$ cat src/rtl/period_meter_pkg.sv
// Shared types and constants for the multi-channel period meter.
// Imported by the per-channel block and the top-level wrapper.
package period_meter_pkg;

  typedef enum logic [1:0] {
    IDLE,
    ARM,
    MEAS
  } state_t;

  localparam int SYNC_STAGES = 2;

  // One accumulator holds 2^avg_log2 samples of cnt_w bits without overflow.
  function automatic int acc_width(input int cnt_w, input int avg_log2);
    return cnt_w + avg_log2;
  endfunction

endpackage

$ cat src/rtl/period_meter_chan.sv
// One measured input: synchronizer, period/high counters, window FSM and result registers.
// Results appear the cycle after the rise that completes a window; the counters never stop between windows.
module period_meter_chan
  import period_meter_pkg::*;
#(
  parameter int CNT_W     = 24,
  parameter int AVG_LOG2  = 2,
  parameter int MAX_COUNT = 2**20,
  parameter int TOL       = 2
) (
  input  logic             clk,
  input  logic             reset,
  input  logic             locked,
  input  logic             meas_in,
  output logic [CNT_W-1:0] period_out,
  output logic [CNT_W-1:0] high_out,
  output logic             valid,
  output logic             update,
  output logic             stable,
  output logic             timeout
);

  localparam int ACC_W = acc_width(CNT_W, AVG_LOG2);
  localparam int WIN_W = AVG_LOG2 + 1;
  localparam logic [WIN_W-1:0] WIN_LAST = WIN_W'((1 << AVG_LOG2) - 1);
  localparam logic [CNT_W-1:0] MAX_CNT  = CNT_W'(MAX_COUNT);
  localparam logic [CNT_W-1:0] TOL_CNT  = CNT_W'(TOL);
  localparam logic [CNT_W-1:0] CNT_SAT  = {CNT_W{1'b1}};

  state_t state, state_n;

  logic [SYNC_STAGES-1:0] sync;
  logic                   s, s_d, rise;
  logic [CNT_W-1:0]       cnt, hcnt;
  logic [ACC_W-1:0]       acc, hacc;
  logic [WIN_W-1:0]       win;
  logic                   pend;
  logic                   cnt_run, arm_rise, add_sample, fire_to, publish, go_idle, cnt_hit;
  logic [CNT_W-1:0]       mean_p, mean_h, diff;

  assign s       = sync[SYNC_STAGES-1];
  assign rise    = s & ~s_d;
  assign cnt_hit = (cnt == MAX_CNT);
  assign mean_p  = acc[AVG_LOG2 +: CNT_W];
  assign mean_h  = hacc[AVG_LOG2 +: CNT_W];
  assign diff    = (mean_p >= period_out) ? (mean_p - period_out) : (period_out - mean_p);

  always_ff @(posedge clk or posedge reset) begin
    if (reset) begin
      sync  <= '0;
      s_d   <= 1'b0;
      state <= IDLE;
    end else begin
      sync  <= {sync[SYNC_STAGES-2:0], meas_in};
      s_d   <= s;
      state <= state_n;
    end
  end

  // A rise always beats a timeout; locked low beats everything, including a pending publish.
  always_comb begin
    state_n    = state;
    cnt_run    = 1'b0;
    arm_rise   = 1'b0;
    add_sample = 1'b0;
    fire_to    = 1'b0;
    publish    = 1'b0;
    go_idle    = ~locked;
    case (state)
      IDLE: begin
        if (locked) state_n = ARM;
      end
      ARM: begin
        if (!locked) begin
          state_n = IDLE;
        end else begin
          cnt_run = 1'b1;
          if (rise) begin
            arm_rise = 1'b1;
            state_n  = MEAS;
          end else if (cnt_hit) begin
            fire_to = 1'b1;
          end
        end
      end
      MEAS: begin
        if (!locked) begin
          state_n = IDLE;
        end else begin
          cnt_run = 1'b1;
          publish = pend;
          if (rise) begin
            add_sample = 1'b1;
          end else if (cnt_hit) begin
            fire_to = 1'b1;
            state_n = ARM;
          end
        end
      end
      default: state_n = IDLE;
    endcase
  end

  always_ff @(posedge clk or posedge reset) begin
    if (reset) begin
      cnt  <= '0;
      hcnt <= '0;
    end else if (!cnt_run) begin
      cnt  <= '0;
      hcnt <= '0;
    end else if (rise) begin
      cnt  <= CNT_W'(1);
      hcnt <= '0;
    end else begin
      if (cnt != CNT_SAT) cnt <= cnt + 1'b1;
      if (s_d && hcnt != CNT_SAT) hcnt <= hcnt + 1'b1;
    end
  end

  always_ff @(posedge clk or posedge reset) begin
    if (reset) begin
      acc        <= '0;
      hacc       <= '0;
      win        <= '0;
      pend       <= 1'b0;
      period_out <= '0;
      high_out   <= '0;
      valid      <= 1'b0;
      update     <= 1'b0;
      stable     <= 1'b0;
      timeout    <= 1'b0;
    end else begin
      update <= 1'b0;
      pend   <= 1'b0;
      if (arm_rise || publish || go_idle) begin
        acc  <= '0;
        hacc <= '0;
        win  <= '0;
      end
      // Minimum input period is 2 clk, so a sample never lands in the publish cycle.
      if (add_sample) begin
        acc  <= acc + ACC_W'(cnt);
        hacc <= hacc + ACC_W'(hcnt);
        win  <= win + 1'b1;
        pend <= (win == WIN_LAST);
      end
      if (publish) begin
        period_out <= mean_p;
        high_out   <= mean_h;
        valid      <= 1'b1;
        update     <= 1'b1;
        timeout    <= 1'b0;
        stable     <= valid && (diff <= TOL_CNT);
      end
      if (fire_to) begin
        timeout <= 1'b1;
        valid   <= 1'b0;
        stable  <= 1'b0;
      end
      if (go_idle) begin
        valid   <= 1'b0;
        stable  <= 1'b0;
        timeout <= 1'b0;
      end
    end
  end

endmodule

$ cat src/rtl/period_meter.sv
// Multi-channel period and high-time meter: CHANNELS independent measurement channels.
// Buses are packed with channel i at [i*CNT_W +: CNT_W].
module period_meter
  import period_meter_pkg::*;
#(
  parameter int CHANNELS  = 2,
  parameter int CNT_W     = 24,
  parameter int AVG_LOG2  = 2,
  parameter int MAX_COUNT = 2**20,
  parameter int TOL       = 2
) (
  input  logic                      clk,
  input  logic                      reset,
  input  logic                      locked,
  input  logic [CHANNELS-1:0]       meas_in,
  output logic [CHANNELS*CNT_W-1:0] period_out,
  output logic [CHANNELS*CNT_W-1:0] high_out,
  output logic [CHANNELS-1:0]       valid,
  output logic [CHANNELS-1:0]       update,
  output logic [CHANNELS-1:0]       stable,
  output logic [CHANNELS-1:0]       timeout
);

  for (genvar i = 0; i < CHANNELS; i++) begin : g_chan
    period_meter_chan #(
      .CNT_W    (CNT_W),
      .AVG_LOG2 (AVG_LOG2),
      .MAX_COUNT(MAX_COUNT),
      .TOL      (TOL)
    ) u_chan (
      .clk       (clk),
      .reset     (reset),
      .locked    (locked),
      .meas_in   (meas_in[i]),
      .period_out(period_out[i*CNT_W +: CNT_W]),
      .high_out  (high_out[i*CNT_W +: CNT_W]),
      .valid     (valid[i]),
      .update    (update[i]),
      .stable    (stable[i]),
      .timeout   (timeout[i])
    );
  end

endmodule

$ cat config.mk
export PLATFORM = sky130hd
export DESIGN_NAME = period_meter
export DESIGN_NICKNAME = d
export VERILOG_FILES = /design/src/rtl/period_meter_pkg.sv /design/src/rtl/period_meter_chan.sv /design/src/rtl/period_meter.sv
export SDC_FILE = /design/constraint.sdc
export NUM_CORES = 1
export LEC_CHECK = 0
export BUFFER_PORTS_ARGS = -buffer_cell sky130_fd_sc_hd__buf_4
export CAP_MARGIN = 20
export CORE_ASPECT_RATIO = 0.8
export CORE_MARGIN = 2
export CORE_UTILIZATION = 45
export CTS_CLUSTER_SIZE = 25
export DETAILED_ROUTE_END_ITERATION = 10
export GPL_TIMING_DRIVEN = 0
export SLEW_MARGIN = 20
export SYNTH_ARGS = -nofsm -noshare
export SYNTH_HDL_FRONTEND = slang
export SYNTH_SLANG_ARGS = --single-unit
$ cat constraint.sdc
create_clock -name clk -period 15.3 [get_ports clk]
set_input_delay 1.53 -clock clk [delete_from_list [all_inputs] [get_ports clk]]
set_output_delay 1.53 -clock clk [all_outputs]
set_load 0.05 [all_outputs]
## Word-level counts from Yosys, hierarchy flattened

Cells that the tools add are included.

| word-level totals | value |
|---|---|
| flip-flop bits (word level) | 322 |
| bits in latches | 0 |
| RAM bits | 0 |
| bits in read-only memories | 0 |
| bits of input ports | 5 |
| output and inout port bits | 104 |
| logic and storage cells | 177 |
| memories kept | 0 |

| operators by class | value |
|---|---|
| add/subtract/negate cells | 14 |
| $mul | 0 |
| divide/modulo/power cells | 0 |
| order comparisons | 4 |
| eq/ne operators | 26 |
| shift operators | 0 |
| muxes and demuxes | 82 |
| bitwise logic cells | 5 |
| reductions and logical operators | 16 |

Operators with widths:

| kind | number |
|---|---|
| $mux 24 | 14 |
| $mux 26 | 6 |
| $add 26x24->26 | 4 |
| $add 24x1->24 const B | 4 |
| $ne 24x24->1 const B | 4 |
| $sub 24x24->24 | 4 |
| $eq 24x21->1 const B | 2 |
| $ge 24x24->1 | 2 |
| $le 24x2->1 const B | 2 |
| $mux 1 | 45 |
| $ne 3x2->1 const B | 8 |
| $mux 2 | 11 |
| $mux 3 | 4 |
| $pmux 2 s3 | 2 |
| $reduce_and 4->1 | 2 |
| $add 3x1->3 const B | 2 |
| $eq 3x2->1 const B | 2 |
| $ne 3x1->1 const B | 2 |
| $ne 3x3->1 const B | 2 |
| $eq 2x1->1 const B | 2 |
| $eq 2x2->1 const B | 2 |
| $logic_and 1x1->1 | 4 |
| $logic_not 2->1 | 2 |
| $logic_or 1x1->1 | 4 |
| 5 further kinds | 11 |

## Depth between registers and ports, before layout

| logic depth | value |
|---|---|
| depth in word-level cells | 9 |
| mapped depth | 16 |
| mapped depth without buffers | 14 |

## By module

Synthesis repeated with hierarchy kept, for this count alone.

| unflattened totals | value |
|---|---|
| cells, all modules | 2652 |
| area, all modules | 22711.8 µm² |

Modules (own cells, without submodules):

| module | instances | cells each | area an instance (µm²) | sequential area each (µm²) |
|---|---|---|---|---|
| period_meter_chan (g_chan[1].u_chan) | 1 | 1320 | 11387.2 | 4028.9 |
| period_meter_chan (g_chan[0].u_chan) | 1 | 1332 | 11324.6 | 4028.9 |

## Worst setup path before layout

No wires, ideal clock.

| path | value |
|---|---|
| path kind | reg-to-reg |
| start point | register g_chan[1].u_chan.period_out[0] |
| end point | register g_chan[1].u_chan.stable |
| library setup time | 0.076 ns |
| arrival time | 3.504 ns |
| data required time | 15.224 ns |
| slack | 11.720 ns |
| stages on the path, launching flop included | 14 |
| buffers on the path | 0 |
| period minus slack after synthesis | 3.580 ns |
| cell sequence | dfrtp_1 -> ha_1 -> fa_1 -> nand2b_1 -> a21o_1 -> a2111oi_4 -> o31ai_4 -> a2111oi_2 -> nand2_1 -> o211a_1 -> a221o_1 -> nor4_1 -> nand4_1 -> o21ai_1 |

| on the way | value |
|---|---|
| longest elaborated chain between the ends | 7 |
| elaborated cells on any way between the ends | 9 |
| classes of those cells | 2 x add/sub; 2 x order compare; 4 x mux; 1 x reduce/logical |

RTL lines:

| what | RTL line | RTL |
|---|---|---|
| start: declaration | period_meter_chan.sv:15 | `output logic [CNT_W-1:0] period_out,` |
| start signal: assignment | period_meter_chan.sv:148 | `period_out <= mean_p;` |
| $sub 24x24->24 / $ge 24x24->1 (equally long branches) | period_meter_chan.sv:46 | `assign diff = (mean_p >= period_out) ? (mean_p - period_out) : (period_out - mean_p);` |
| $mux 24 (*) | period_meter_chan.sv:46 |  |
| $le 24x2->1 (*) | period_meter_chan.sv:153 | `stable <= valid && (diff <= TOL_CNT);` |
| $logic_and 1x1->1 (*) | period_meter_chan.sv:153 |  |
| $mux 1 (*) | period_meter_chan.sv:147 | `if (publish) begin` |
| $mux 1 (*) | period_meter_chan.sv:155 | `if (fire_to) begin` |
| $mux 1 (*) | period_meter_chan.sv:160 | `if (go_idle) begin` |
| end signal: assignment | period_meter_chan.sv:153 |  |
| end: declaration | period_meter_chan.sv:19 | `output logic stable,` |

Every way passes the cells marked *; elsewhere a longest branch is shown, timed or not. The select of a mux whose other input is x is not followed.
A chain may end at the register's enable or synchronous reset.

## Worst setup path after layout

| path | value |
|---|---|
| start point | register g_chan[1].u_chan.acc[4] |
| end point | register g_chan[1].u_chan.stable |

| on the way | value |
|---|---|
| longest elaborated chain between the ends | 7 |
| elaborated cells on any way between the ends | 9 |
| classes of those cells | 2 x add/sub; 2 x order compare; 4 x mux; 1 x reduce/logical |

RTL lines:

| what | RTL line | RTL |
|---|---|---|
| start: declaration | period_meter_chan.sv:35 | `logic [ACC_W-1:0] acc, hacc;` |
| start signal: assignment | period_meter_chan.sv:142 | `acc <= acc + ACC_W'(cnt);` |
| $sub 24x24->24 / $ge 24x24->1 (equally long branches) | period_meter_chan.sv:46 |  |
| $mux 24 (*) | period_meter_chan.sv:46 |  |
| $le 24x2->1 (*) | period_meter_chan.sv:153 |  |
| $logic_and 1x1->1 (*) | period_meter_chan.sv:153 |  |
| $mux 1 (*) | period_meter_chan.sv:147 |  |
| $mux 1 (*) | period_meter_chan.sv:155 |  |
| $mux 1 (*) | period_meter_chan.sv:160 |  |

Marked as above.

==> results.md <==
- Outcome: finished clean
- Setup_tns: 0 ns
- Fin. Hold Viols: 0
- Minimum clock period: 4.52 ns
- Main synth FF type: dfrtp_1
- Syn avg cell area: 8.85 µm²
- Pwr dens: 75.1 nW/µm²
- Leading area contributor after synthesis: dfrtp_1
- Clock Skews: 0.0139 ns
- Longest Clk Path Bufs: 3
- Post-synth top cells: dfrtp_1 (322), nand2_1 (256), ha_1 (208), o21ai_0 (208), nor2_1 (185)
- Routed Wire Length: 63.9 mm
- Final nets: 2973
- CTS tree: done
- Clock latency on the worst-skew pair: 0.56 ns
- PostCTS Resize Cnt: 0
- Grt ovf: 0
- Gr usage total: 24.1%
- Count of final setup violators: 0
- MaxCap Viol Count: 0
- Family with the most delay on the worst path: compound AO/OA/AOI/OAI gates
- Vias per std cell: 5.67
- Placement row count: 74
- Post-CTS Setup Bufs: 0
- CTS buffer count: 39
- Detail Route Antenna Nets: 0
- H-Tree Depth: 2
- Startpoint Class: flop
- Worst Tran Pin Value: 0.976 ns
- CP Max Fanout: 10
- Antenna violations before repair: 0
- Worst path bufs/invs: 1
- DP HPWL: 48.9 mm
- Die Y: 206 µm
- Leak: 12.3 nW
- Die ar.: 53000 µm²
- Die width: 257 µm
- Crit path top cell by count: o21ai_1
- Cells after synthesis: 2601
- IO buf count: 107
- Worst ir drop on vdd: 0.0000673 V
- Top-count cell post-synth: dfrtp_1
- Synthesized area: 23000 µm²
- Share of layout cells above drive strength 1: 11.2%
- Fin crit share: 29.5%
- CTS sink count: 322
- Cells along the critical path: ha_1 -> buf_2 -> o21ai_1 -> a21oi_1 -> o21ai_1 -> o41ai_1 -> a311o_1 -> a221o_1 -> a211oi_1 -> o21a_1 -> a2111oi_0 -> nand4_1 -> o21ai_1
- DRC: 0
- Cells after DPL: 3395
- Worst hold path type: flop to flop
- Final hold slack: 0.347 ns
- Finished Layout Cells: 3463
- Routability congestion estimate: 0.962
- DRT Pass-1 Iters: 5
- Yosys cell types: 98
- CTS root buf: clkbuf_16
- Max_slew headroom: 34.4%
- Crit end category: flop
- Syn nets: 2822
- Core region area: 50800 µm²
- Sequential fraction of the synthesis area: 35.0%
- Ys async rst share: 100%
- Top cell type's share of synthesized area: 35.0%
- Pin count of the biggest net entering global routing: 104
- Detailed-route via count: 19628
- CTS clk-pin slew, worst paths: 0.06 ns
- P&R area growth vs syn: 13.2%
- Post-CTS Hold Fix Bufs: 0
- Effective utilization at floorplan: 45.3%
- First-pass GRT wire length: 103 mm
- CP peak stage delay: 0.69 ns
- Vias in the first global route: 18988
- Setup Crit Path Kind: flop to flop
- CP required: 15.77 ns
- Arrival time worst endpoint: 4.99 ns
- Overall power: 1.96 mW
- # diodes: 0
- First DRT Iteration DRCs: 1423
- Synth Register Bits: 322
- Synth warnings: 0
- RSZ-0062 raised after global routing: false
- I/O pin count: 109
- Post-synth EDFFs: 0
- CP max-delay cell: o41ai_1
- Slew Viols, Final: 0
- Max Clock Freq: 221 MHz
- Top post-synthesis cells by area: dfrtp_1 (35%), ha_1 (11%), o21ai_0 (4.5%)
- Avg WL per Cell: 18.4 µm
-- per-layer routing --
| metal | GRT usage (%) | vias to the layer above | wire [µm] |
|---|---|---|---|
| met5 | 0 | - | 0 |
| met4 | 5.77 | 0 | 1160 |
| met3 | 4.21 | 78 | 3530 |
| met2 | 36.4 | 432 | 26800 |
| met1 | 35.7 | 9497 | 32400 |
| li1 | - | 9621 | - |
-- power breakdown --
part | leakage [nW] | switching [mW] | internal [mW]
Sequential | 4.48 | 0.0124 | 0.861
Combinational | 7.18 | 0.0991 | 0.0346
Clock | 0.631 | 0.382 | 0.569
-- stage by stage --
step / utilization, % / setup slack [ns] / cell area [µm²]
finish: 51.3 / 10.78 / 26100
global route: 51.3 / 10.48 / 26100
CTS: 51.3 / 10.96 / 26100
detailed placement: 48.7 / 10.55 / 24800
global placement: 48.5 / 0.850 / 24700
floorplan: - / 4.86 / 23000
-- flip-flops by register name (all words and copies together), names as in the netlist --
signal and cells:
g_chan.u_chan.pend 2, g_chan.u_chan.state 4, g_chan.u_chan.s_d 2, g_chan.u_chan.sync 4, g_chan.u_chan.acc 52, g_chan.u_chan.timeout 2, g_chan.u_chan.stable 2, g_chan.u_chan.hacc 52
g_chan.u_chan.period_out 48, g_chan.u_chan.valid 2, g_chan.u_chan.hcnt 48, g_chan.u_chan.cnt 48, g_chan.u_chan.update 2, g_chan.u_chan.high_out 48, g_chan.u_chan.win 6
-- layout make-up --
type	instances	area [µm²]
fillers	4744	24800
multi-input cells	1993	13800
flip-flops and latches	322	8060
clock buffers	55	1100
repair buffers	110	886
well taps	684	856
inverters	178	676
plain buffers	108	528
clock inverters	13	198
-- placed cells by master (no fill, tap or decap), drive strengths merged, types with 87 or more instances in the layout --
master / n
o21ai: 231
a21oi: 154
nor2: 186
inv: 179
dfrtp: 322
xor2: 110
clkbuf: 119
nand3: 87
buf: 154
ha: 208
nand2: 258
-- final timing paths --
check,slack (ns),startpoint,cells past startpoint,to
max,10.78,g_chan[1].u_chan.acc[4]$_DFFE_PP0P_,13,g_chan[1].u_chan.stable$_DFFE_PP0P_
min,0.35,g_chan[0].u_chan.sync[0]$_DFF_PP0_,0,g_chan[0].u_chan.sync[1]$_DFF_PP0_
max reg2reg,10.78,g_chan[1].u_chan.acc[4]$_DFFE_PP0P_,13,g_chan[1].u_chan.stable$_DFFE_PP0P_
min reg2reg,0.35,g_chan[0].u_chan.sync[0]$_DFF_PP0_,0,g_chan[0].u_chan.sync[1]$_DFF_PP0_
max in group asynchronous,12.98,reset,4,g_chan[0].u_chan.hacc[16]$_DFFE_PP0P_
min in group asynchronous,1.02,reset,2,g_chan[1].u_chan.hcnt[16]$_DFFE_PP0P_
-- cells by family (layout without fill, tap and decap cells) --
family | Yosys count | count (layout) | synth area share (%)
AO/OA/AOI/OAI | 720 | 720 | 20.8
XOR/XNOR | 182 | 182 | 6.93
adder cells (fa/ha/maj) | 216 | 216 | 12.0
buffers and inverters | 286 | 464 | 5.20
flip-flops | 322 | 322 | 35.0
multiplexers | 78 | 78 | 3.69
AND/OR/NAND/NOR | 797 | 797 | 16.4
(Power assumes the default switching activity.)
